## src/rtl/fetch_sequencer.sv

```systemverilog
// Instruction fetch sequencer: one outstanding imem request feeding a one-entry instruction buffer for decode.
// Latency: first inst_valid 3 cycles after reset release with a 1-cycle memory; back-to-back fetches every 2 cycles.
// Backpressure: inst_ready low parks the buffer in HOLD (no new request) until decode consumes it.
module fetch_sequencer #(
    parameter logic [31:0] RESET_PC = 32'h0000_0000
) (
    input  logic        clk,
    input  logic        rst,
    input  logic        redirect_valid,
    input  logic [31:0] redirect_addr,
    output logic        imem_req,
    output logic [31:0] imem_addr,
    input  logic        imem_gnt,
    input  logic        imem_rvalid,
    input  logic [31:0] imem_rdata,
    output logic        inst_valid,
    output logic [31:0] inst,
    output logic [31:0] inst_pc,
    input  logic        inst_ready,
    output logic [31:0] pc
);

    typedef enum logic [1:0] {
        IDLE = 2'd0,
        REQ  = 2'd1,
        WAIT = 2'd2,
        HOLD = 2'd3
    } state_t;

    state_t      state, state_nxt;
    logic        drop, drop_nxt;
    logic [31:0] pc_nxt;
    logic [31:0] inst_nxt;
    logic [31:0] inst_pc_nxt;
    logic        inst_valid_nxt;
    logic [31:0] redirect_target;
    logic        buf_stuck;
    logic        unused_redirect_lsbs;

    // Byte offset within the word is meaningless for fetch, so targets are forced word aligned.
    assign redirect_target      = {redirect_addr[31:2], 2'b00};
    assign unused_redirect_lsbs = ^redirect_addr[1:0];

    // Buffer occupied and decode not taking it this cycle: a returning word has nowhere to go.
    assign buf_stuck = inst_valid & ~inst_ready;

    assign imem_req  = (state == REQ);
    assign imem_addr = pc;

    // Next-state and datapath decisions; redirect always wins over capture and consumption.
    always_comb begin
        state_nxt      = state;
        drop_nxt       = drop;
        pc_nxt         = pc;
        inst_nxt       = inst;
        inst_pc_nxt    = inst_pc;
        inst_valid_nxt = inst_valid & ~inst_ready;

        case (state)
            IDLE: begin
                state_nxt = REQ;
            end
            REQ: begin
                if (imem_gnt) begin
                    state_nxt = WAIT;
                end
                if (redirect_valid) begin
                    pc_nxt         = redirect_target;
                    inst_valid_nxt = 1'b0;
                    // A request accepted this very cycle fetched the old path; its data must be dropped.
                    drop_nxt       = imem_gnt;
                end
            end
            WAIT: begin
                if (redirect_valid) begin
                    pc_nxt         = redirect_target;
                    inst_valid_nxt = 1'b0;
                    if (imem_rvalid) begin
                        state_nxt = REQ;
                        drop_nxt  = 1'b0;
                    end else begin
                        drop_nxt  = 1'b1;
                    end
                end else if (imem_rvalid) begin
                    state_nxt = REQ;
                    drop_nxt  = 1'b0;
                    // Stale responses are discarded; if the buffer is still full and untaken the
                    // word is discarded too and the same pc is fetched again, so nothing is lost
                    // and a held instruction is never overwritten.
                    if (!drop && !buf_stuck) begin
                        inst_nxt       = imem_rdata;
                        inst_pc_nxt    = pc;
                        inst_valid_nxt = 1'b1;
                        pc_nxt         = pc + 32'd4;
                        state_nxt      = inst_ready ? REQ : HOLD;
                    end
                end
            end
            HOLD: begin
                if (redirect_valid) begin
                    pc_nxt         = redirect_target;
                    inst_valid_nxt = 1'b0;
                    state_nxt      = REQ;
                end else if (inst_ready) begin
                    state_nxt = REQ;
                end
            end
            default: begin
                state_nxt = IDLE;
            end
        endcase
    end

    // State and buffer registers; reset takes effect immediately, independent of the clock.
    always_ff @(posedge clk or negedge rst) begin
        if (!rst) begin
            state      <= IDLE;
            drop       <= 1'b0;
            pc         <= RESET_PC;
            inst       <= 32'h0000_0000;
            inst_pc    <= 32'h0000_0000;
            inst_valid <= 1'b0;
        end else begin
            state      <= state_nxt;
            drop       <= drop_nxt;
            pc         <= pc_nxt;
            inst       <= inst_nxt;
            inst_pc    <= inst_pc_nxt;
            inst_valid <= inst_valid_nxt;
        end
    end

endmodule

```

## config.mk

```make
export PLATFORM = sky130hd
export DESIGN_NAME = fetch_sequencer
export DESIGN_NICKNAME = d
export VERILOG_FILES = /design/src/rtl/fetch_sequencer.sv
export SDC_FILE = /design/constraint.sdc
export NUM_CORES = 1
export LEC_CHECK = 0
export BUFFER_PORTS_ARGS = -buffer_cell sky130_fd_sc_hd__buf_2
export CAP_MARGIN = 20
export CORE_MARGIN = 2
export CORE_UTILIZATION = 48
export CTS_CLUSTER_DIAMETER = 120
export DETAILED_ROUTE_END_ITERATION = 8
export PLACE_DENSITY_LB_ADDON = 0.1
export SLEW_MARGIN = 20
export SYNTH_ARGS = -nofsm -noshare
export SYNTH_HDL_FRONTEND = slang
export SYNTH_SLANG_ARGS = --single-unit
```

## constraint.sdc

```tcl
create_clock -name clk -period 2.5 [get_ports clk]
set_input_delay 0.375 -clock clk [delete_from_list [all_inputs] [get_ports clk]]
set_output_delay 0.375 -clock clk [all_outputs]
set_load 0.01 [all_outputs]
```

=== Word level (Yosys, flattened, before mapping) ===
Cells that the tools add are included.

* Add/subtract/negate cells: 1
* Bitwise gates (word level): 3
* Eq/ne operators: 10
* Reduce and logical (&&, ||, !) cells: 11
* Muxes and demuxes: 24

{| class="wikitable"
|+ Operators by type and width
! operator !! count
|-
| 2-to-1 mux 32 bit || 4
|-
| case mux 32 bit (2 select lines) || 1
|-
| adder 32 x 3 -> 32 bit (second input constant) || 1
|-
| 2-to-1 mux 2 bit || 8
|-
| != test 3 bit (second input constant) || 3
|-
| 2-to-1 mux 1 bit || 8
|-
| case mux 2 bit (4 select lines) || 1
|-
| AND reduction 4 bit || 2
|-
| AND reduction 3 bit || 2
|-
| == test 2 bit (second input constant) || 2
|-
| != test 2 x 1 -> 1 bit (second input constant) || 2
|-
| != test 2 bit (second input constant) || 2
|-
| case mux 1 bit (2 select lines) || 2
|-
| nonzero test 2 bit || 2
|-
| == test 2 x 1 -> 1 bit (second input constant) || 1
|-
| logical NOT 1 bit || 2
|-
| logical NOT 2 bit || 1
|-
| inverter 1 bit || 2
|-
| OR reduction 2 bit || 1
|-
| bitwise AND 1 bit || 1
|-
| logical AND 1 bit || 1
|}

* Word-level logic and storage cells: 55
* Flip-flop bits (word level): 100
* Output and inout bits: 130
* Input bits: 70

=== Depth between registers and ports, before layout ===
Gate-level depths: netlist of the first run.

* Word-level depth: 8
* Depth in mapped cells: 10

=== Worst setup path after synthesis of the first run ===
No wires, ideal clock.

* Kind: register to register
* From: reg state[1]
* To: reg pc[24], in the netlist imem_addr[24]
* Path slack: 0.337 ns
* Cell stages (with the launch flop): 9
* Library setup time: 0.137 ns
* Data arrival time: 2.026 ns
* Path buffers: 2
* Cell sequence: dfrtp_1 inv_1 ha_1 buf_2 or3_1 buf_2 or4_1 o22ai_1 a21oi_1

* Word-level cells in the longest chain between the ends: 4
* Elaborated cells between the ends (all ways): 10
* Those cells by class: eq/ne: 6; mux: 1; reduce/logical: 3

{| class="wikitable"
|+ Ends and longest elaborated chain
! what !! RTL line !! RTL
|-
| from (decl) || 30 || <nowiki>state_t state, state_nxt;</nowiki>
|-
| from (signal assigned) || 124 || <nowiki>state <= state_nxt;</nowiki>
|-
| == test 2 x 1 -> 1 bit (*) || - ||
|-
| net imem_req || 11 || <nowiki>output logic imem_req,</nowiki>
|-
| OR reduction 2 bit (no line) (*) || - ||
|-
| != test 2 x 1 -> 1 bit (no line) or nonzero test 2 bit (tied branches) || - ||
|-
| AND reduction 4 bit (no line) || - ||
|-
| to (signal assigned) || 126 || <nowiki>pc <= pc_nxt;</nowiki>
|-
| to (decl) || 20 || <nowiki>output logic [31:0] pc</nowiki>
|}

Mark *: on every way through the listed nets, which the timed path passes. The rest lies on a longest branch.
A chain may end at the register's enable or synchronous reset.

=== Worst setup path in the final report of the first run ===
* From: reg state[1]
* To: reg pc[27], in the netlist imem_addr[27]

* Word-level cells in the longest chain between the ends: 4
* Elaborated cells between the ends (all ways): 10
* Those cells by class: eq/ne: 6; mux: 1; reduce/logical: 3

{| class="wikitable"
|+ Ends and longest elaborated chain
! what !! RTL line !! RTL
|-
| == test 2 x 1 -> 1 bit or == test 2 bit (tied branches) || 59 || <nowiki>case (state)</nowiki>
|-
| OR reduction 2 bit (no line) || - ||
|-
| != test 2 x 1 -> 1 bit (no line) or nonzero test 2 bit (tied branches) || - ||
|-
| AND reduction 4 bit (no line) || - ||
|}

Parallel ways exist; a longest one is shown, timed or not.

==> results list, run 1 <==
* Total number of placement rows: 36
- Clock tree from TritonCTS: done
- Initial Util: 49.3%
* Number of nets with antenna violations after detailed routing: 0
- Area Growth Syn to Fin: 23.0%
- For this run, design rule violations remaining after detail routing come to 0.
- The total overflow left after global routing is 0.
- Hold Path Class: in -> reg
* Pre-CTS setup slack: 0.188 ns
- After the first detailed-routing iteration, the DRC count stood at 174.
- Storage cell area: 2400 sq um
- Nets: 677
* Total global-route track usage: 22.2%
- The mapped netlist covers 4800 sq um.
* Total of fill cells in the finished design: 851
- The repair_antennas step left the layout with diodes totalling 0.
- Traced cell by cell, the critical path runs through inv_1, ha_1, nor4b_1, a21oi_1, or2_2, nor4b_2, nor3_1.
- The worst setup path is of the reg -> reg kind.
* Vias per cell: 5.39
* Die height: 104 um
- The first global-routing pass estimated 19600 um of wire.
- Core Area: 9730 sq um
* Result of the run: finished clean
- Max-cap violations in this run came to 0.
* Data arrival time of the worst path: 2.52 ns
- Dividing the detail-routed wire length by the instance count gives 15.9 um.
* Clk sinks: 96
- Per report_power, the sequential group accounts for 39.5% of the total.
- Measured along the x axis, the die boundary spans 104 um.
* Final setup TNS: 0 ns
- Once detailed placement completed, the half-perimeter wirelength came to 8420 um.
- Setup violators final: 0
- Simple-gate share of the synthesized area: 12.1%
- Final period demand of the worst path: 2.30 ns
* Number of global-route vias before repair: 4004
- XOR/XNOR Fraction of Synth Area: 0%
- Count of flip-flops with a built-in enable after synthesis: 0
* Clock latency on the worst-skew pair: 0.35 ns
- 200 I/O pins were placed.
- Top cell type's share of synthesized area: 50.1%
* Total number of vias: 3981
- Final number of hold-violating endpoints: 0
* CP peak stage delay: 0.45 ns
* Library cells used by synthesis: 51
* Clock-pin transition on the worst setup and hold timing paths: 0.09 ns
- CP max-delay cell: sky130_fd_sc_hd__or2_2
* Switching share of total power: 41.6%
- Final Slew Violations: 0
- During synthesis, Yosys emitted a total of 0 warnings.
- The clock passes through at most 2 buffers.
- In the synthesized netlist, the number of instances is 441.
* Final setup skew: 0.0101 ns
* Fraction of layout instances using a drive strength above 1: 48.3%
- Average footprint of a synthesized cell: 10.9 sq um
- RSZ-0062 raised after global routing: false
- Worst Slack Setup Final: 0.205 ns
- Upper clock frequency limit: 436 MHz
* Arithmetic-cell share of the synthesized area counting full adders, half adders and majority gates: 1.56%
- Crit path capture type: register
* Port buffer count: 191
* Synthesized flop and latch total: 96
- Yosys top cell by area: sky130_fd_sc_hd__dfrtp_1
- Summed over all nets, the switching power comes to 3.08 mW.
* Area of the multi-input gates: 2000 sq um
- Fraction of registers with async set/reset: 100%
- The synthesized netlist devotes 13.0% of its cell area to compound gates.
- Buffer and inverter count on the worst path: 1
* Relative contribution of combinational cells to total power: 47.1%
- Clock root buffer: sky130_fd_sc_hd__clkbuf_8
- The final critical path takes up 91.8% of the cycle.
- Design internal power: 4.33 mW
- Aggregate routed wire length: 11700 um
* Area of the die: 10800 sq um
* Main combinational cell family by area after synthesis: multiplexers
- Worst IR drop on VDD: 0.517 mV
- Critical-path maximum fanout: 12
* Largest net degree at the start of global routing: 63
- Clock Power Share: 13.4%
- Once layout is complete, the utilization of the core stands at 60.6%.
* Most used flip-flop cell after synthesis: sky130_fd_sc_hd__dfrtp_1
- The first TritonRoute pass finished after 7 iterations.
- By area the synthesized netlist is led by sky130_fd_sc_hd__dfrtp_1 (50%), sky130_fd_sc_hd__mux2_2 (14%), sky130_fd_sc_hd__buf_4 (6.1%), sky130_fd_sc_hd__a21oi_1 (4.2%), sky130_fd_sc_hd__o22ai_1 (2.2%).
* Required time worst endpoint: 2.73 ns
- The H-tree was split into 3 levels.
- Kind of launch point of the worst setup path: register
- Post-synthesis mux area share: 14.3%
- Seq/Total Area, Yosys: 50.1%
- Transition time at the pin with the least slew margin: 0.545 ns
- Number of clock buffers inserted by TritonCTS: 9
- Delay-heaviest family, CP: simple AND/OR/NAND/NOR gates
* Number of antenna violations at the first check in global routing: 1
* Relative slew margins: 63.7%
- The analysis attributes to cell leakage a power of 2.91 nW.
- Pwr dens: 1260 nW/um^2
- GP Congestion: 0.822
routing by layer:
| metal | global-route usage (%) | wire length, um | vias to the layer above | share of wire, % |
|---|---|---|---|---|
| met5 | 0 | 13 | - | 0.11 |
| met4 | 6.27 | 121 | 2 | 1.0 |
| met3 | 6.14 | 822 | 16 | 7.0 |
| met2 | 37.1 | 5750 | 158 | 49 |
| met1 | 28.3 | 5020 | 1911 | 43 |
| li1 | - | - | 1894 | - |
state kept, by name (all words and copies together) (netlist names):
signal and cells:
state 2, inst_pc 30, drop 1, inst 32
inst_valid 1, imem_addr 30
final timing paths:
path                                 end  slack [ns]            from  cells after the start
max                        imem_addr[27]        0.20        state[1]                      7
min in group asynchronous       inst[29]        0.53             rst                      2
max in group asynchronous        inst[8]        1.28             rst                      3
min                             inst[17]        0.24  imem_rdata[17]                      2
min reg2reg                  inst_pc[11]        0.48     inst_pc[11]                      2
max reg2reg                imem_addr[27]        0.20        state[1]                      7
cells in the mapped netlist (3+ instances only):
cell type                   instances
sky130_fd_sc_hd__a311oi_1           4
sky130_fd_sc_hd__a2bb2oi_1          3
sky130_fd_sc_hd__buf_2             10
sky130_fd_sc_hd__nor2_1            14
sky130_fd_sc_hd__nand4_1            8
sky130_fd_sc_hd__ha_1               6
sky130_fd_sc_hd__o21ai_0           16
sky130_fd_sc_hd__nor4_1             4
sky130_fd_sc_hd__dfrtp_1           96
sky130_fd_sc_hd__mux2_2            59
sky130_fd_sc_hd__and4_1             7
sky130_fd_sc_hd__inv_1              9
sky130_fd_sc_hd__o41ai_1            3
sky130_fd_sc_hd__nand2_1           28
sky130_fd_sc_hd__buf_4             39
sky130_fd_sc_hd__o22ai_1           17
sky130_fd_sc_hd__a21oi_1           40
sky130_fd_sc_hd__buf_1              3
sky130_fd_sc_hd__nand3_1           14
sky130_fd_sc_hd__nor3_1             9
sky130_fd_sc_hd__o31ai_1            3
sky130_fd_sc_hd__clkbuf_1          11
per-stage QoR:
step / cells / cell area [sq um] / hold slack (ns) / power [mW]
after floorplan: 446 / 4820 / 0.0794 / 5.24
after detailed placement: 722 / 5700 / 0.361 / 6.44
after CTS: 738 / 5890 / 0.222 / 7.47
after global routing: 738 / 5900 / 0.222 / 7.99
after global placement: 722 / 5700 / 0.354 / 6.34
final: 738 / 5900 / 0.243 / 7.41
power by group through the flow:
| stage | registers, mW | clock network (mW) | logic [mW] |
|---|---|---|---|
| after detailed placement | 2.95 | 0 | 3.49 |
| after global routing | 3.06 | 1.11 | 3.83 |
| after global placement | 2.91 | 0 | 3.44 |
| final | 2.92 | 0.996 | 3.49 |
| after floorplan | 3.16 | 0 | 2.08 |
| after CTS | 2.93 | 1.04 | 3.51 |
kinds of logic after synthesis:
| logic type | count (synthesis) |
|---|---|
| flops | 96 |
| other cells | 1 |
| buf+inv | 72 |
| simple gates | 104 |
| mux | 61 |
| compound gates | 101 |
| fa+ha+maj | 6 |
placed cells by master (no fill, tap or decap), types with 9 or more instances in the layout:
| cell | count |
|---|---|
| sky130_fd_sc_hd__buf_2 | 190 |
| sky130_fd_sc_hd__buf_4 | 14 |
| sky130_fd_sc_hd__inv_1 | 9 |
| sky130_fd_sc_hd__mux2_2 | 59 |
| sky130_fd_sc_hd__nor2_1 | 13 |
| sky130_fd_sc_hd__clkbuf_8 | 10 |
| sky130_fd_sc_hd__o21ai_0 | 16 |
| sky130_fd_sc_hd__dfrtp_1 | 96 |
| sky130_fd_sc_hd__nand3_1 | 14 |
| sky130_fd_sc_hd__a21oi_1 | 40 |
| sky130_fd_sc_hd__o22ai_1 | 17 |
| sky130_fd_sc_hd__nand2_1 | 28 |
repair_timing:
action                                  in CTS  in global routing
endpoints found under the hold margin       34                  0
hold buffers                                 1                  0
resized for setup                            0                  1
endpoints found under the setup margin       0                  1
buffers inserted                             0                  0
final cells by class:
cell class	instances	share of cell area, %
tap	133	2.82
sequential	96	40.7
clock inverter	4	0.764
clock buffer	11	2.40
inverter	9	0.573
timing repair buffer	207	18.8
multi-input combinational	278	34.0
No activity file was read; power rests on OpenSTA's default activity.
==> run 2, diff against run 1 <==
--- a/config.mk
+++ b/config.mk
@@ -7,7 +7,7 @@
 export LEC_CHECK = 0
 export BUFFER_PORTS_ARGS = -buffer_cell sky130_fd_sc_hd__buf_2
 export CAP_MARGIN = 20
-export CORE_MARGIN = 2
+export CORE_MARGIN = 1.5
 export CORE_UTILIZATION = 48
 export CTS_CLUSTER_DIAMETER = 120
 export DETAILED_ROUTE_END_ITERATION = 8
==> results list, run 2 (same netlist as run 1, synthesis figures left out) <==
- The clock-pin slew reported for the worst setup and hold paths after clock tree synthesis was 0.09 ns (about the same).
- Final global-route overflow total: 0 (unchanged)
- The final count of hold timing violations came to 4 (+4).
- The number of global-route vias before repair was 3625 (-9.5%).
- Core Area: 9730 sq um (unchanged)
- Number of max-cap violations: 0 (unchanged)
- Port buffer count: 191 (unchanged)
* Final setup TNS: 0 ns (unchanged)
- Aggregate routed wire length: 11600 um (-0.87%)
* RSZ-0062 raised after global routing: false
- The startpoint identified for the worst register-to-register timing path is state[1].
- Setup CP Type: reg -> reg
- The source-to-sink clock delay at the later pin of the worst-skew pair was 0.37 ns (+0.02 ns).
- Worst Setup SP: state[1]
- The post-detailed-route via-to-cell ratio was 5.37 (-0.44%).
- The antenna diode count is 0 (unchanged).
* WHS: -0.00212 ns (-0.245 ns)
* HPWL Detailed: 8480 um (+0.67%)
- The total placed cells including tap cells came to 721 (-0.14%).
* Final cell count without fillers: 737 (-0.14%)
- The worst path arrival time is 2.55 ns (+0.03 ns).
- The max-slew headroom at the worst pin is 60.9% (-2.7 points).
- Detailed router's first-iteration violation count: 166 (-4.6%)
- TritonCTS built the clock tree.
- DRC violation count after routing: 0 (unchanged)
- Final setup skew: 0.0105 ns (+0.000427 ns)
- Number of nets with antenna violations after detailed routing: 0 (unchanged)
- Total of fill cells in the finished design: 883 (+3.8%)
- Crit path capture type: register
- GP Congestion: 0.811 (-1.3%)
* Worst IR drop on VDD: 0.525 mV (+1.4%)
- The detailed-route wire length per cell was 15.8 um (-0.74%).
* Register-to-Register Path Depth: 7 (unchanged)
* Final period demand of the worst path: 2.27 ns (-0.0263 ns)
* Largest net degree at the start of global routing: 55 (-13%)
- The maximum operating frequency came to 441 MHz (+1.2%).
- Number of clock buffers inserted by TritonCTS: 9 (unchanged)
* Clk sinks: 96 (unchanged)
- Pwr dens: 1250 nW/um^2 (-0.25%)
- Critical path endpoint: imem_addr[31]
- Nets: 675 (-0.30%)
- Total number of vias: 3958 (-0.58%)
- Hold-fix buffers at CTS: 0 (-1)
- The pin slew with the least headroom to its limit is 0.586 ns (+0.0411 ns).
- Floorplan die width: 103 um (-0.96%)
- In this run the worst hold path is classified as in -> async.
* Number of antenna violations at the first check in global routing: 0 (-1)
- The flow ran to the end, but the final reports show violations.
- The checks that failed: negative hold slack.
- Wire length of the first global-routing pass: 17900 um (-8.4%)
* Final Slew Violations: 0 (unchanged)
- Clock root buffer: sky130_fd_sc_hd__clkbuf_8
- The number of top-level pins was 200 (unchanged).
- Required time worst endpoint: 2.78 ns (+0.05 ns)
- Setup violators final: 0 (unchanged)
- Ranked by flip-flop count, first place goes to inst.
- The standard-cell row count is 36 (unchanged).
- The count of cells resized by post-cts repair is 0 (unchanged).
- The share of post-route cells with drive strength above 1 came to 48.5% (+0.25 points).
* DR pass1 iterations: 4 (-3)
- Storage cell area: 2400 sq um (unchanged)
* Post-CTS setup buffer count: 0 (unchanged)
- The post-route fraction of the period consumed by the critical path was 90.8% (-1.1 points).
- The top cell types in the final layout, fill and taps aside, are sky130_fd_sc_hd__buf_2 (190), sky130_fd_sc_hd__dfrtp_1 (96), sky130_fd_sc_hd__mux2_2 (59), sky130_fd_sc_hd__a21oi_1 (40), sky130_fd_sc_hd__nand2_1 (28).
- Max reg flops: 32 (unchanged)
* Initial Util: 49.3% (unchanged)
* Critical-path maximum fanout: 12 (unchanged)
- Total global-route track usage: 22.0% (-0.15 points)
- Kind of launch point of the worst setup path: register
- Reg2reg setup slack: 0.23 ns (+0.03 ns)
- Area of the die: 10600 sq um (-1.9%)
- The static leakage came to 2.91 nW (about the same).
- Die height: 103 um (-0.96%)
* Final Util: 60.6% (about the same)
- Commonest non-fill, non-tap cell in the layout: sky130_fd_sc_hd__buf_2
- The total area of multi-input combinational cells was 2000 sq um (unchanged).
* Area Growth Syn to Fin: 22.9% (about the same)
- FF-to-FF End: imem_addr[31]
- The CTS H-tree depth is 3 (unchanged).
- The clock tree buffer depth is 2 (unchanged).
-- run 2: changes by cell type in the layout (fill, tap and decap cells not counted), sizes merged --
cell	delta
buf	-1
bufinv	-1
clkbuf	+3
clkinv	-1
dlygate4sd3	-1
-- run 2: how the worst min path moves through the flow --
stage,end,slack [ns],depth (start not counted)
floorplan,drop,0.08,0
global placement,inst[29],0.41,1
detailed placement,inst[30],0.42,1
CTS,inst_pc[8],0.01,1
global route,inst_pc[11],0.03,1
finish,inst_pc[8],-0.002,1
-- run 2: routing by layer --
| metal | up-vias | global-route usage, % | share of wire [%] |
|---|---|---|---|
| met4 | 0 | 8.63 | 1.5 |
| met1 | 1925 | 28.8 | 42 |
| met5 | - | 0 | 0 |
| met2 | 133 | 35.8 | 49 |
| met3 | 11 | 4.75 | 6.6 |
| li1 | 1889 | - | - |
-- run 2: through the flow --
stage	setup slack, ns	total power [mW]	instance area [sq um]
final	0.231	7.39	5900
after global routing	0.0263	7.99	5900
after CTS	0.167	7.46	5890
after detailed placement	0.209	6.43	5690
after global placement	0.304	6.32	5690
after floorplan	0.337	5.24	4820
-- run 2: cell type report --
type / instances / area share (%)
sequential: 96 / 40.7
multi-input combinational: 278 / 34.0
timing repair buffer: 205 / 18.5
clock buffer: 14 / 3.27
tap: 133 / 2.82
inverter: 9 / 0.573
clock inverter: 2 / 0.170
-- run 2: worst max-delay path, cell delays in order (launching register included) --
cell and delay [ns]:
sky130_fd_sc_hd__dfrtp_1 0.38, sky130_fd_sc_hd__inv_1 0.10, sky130_fd_sc_hd__ha_1 0.32, sky130_fd_sc_hd__nor4b_1 0.33, sky130_fd_sc_hd__a21oi_1 0.16, sky130_fd_sc_hd__or2_2 0.44
sky130_fd_sc_hd__o31ai_2 0.26, sky130_fd_sc_hd__nor3b_1 0.19
-- run 2: report_power, final --
group / internal [mW] / leakage (nW) / switching (mW)
Clock: 0.495 / 0.108 / 0.525
Combinational: 1.58 / 1.63 / 1.88
Sequential: 2.25 / 1.18 / 0.653
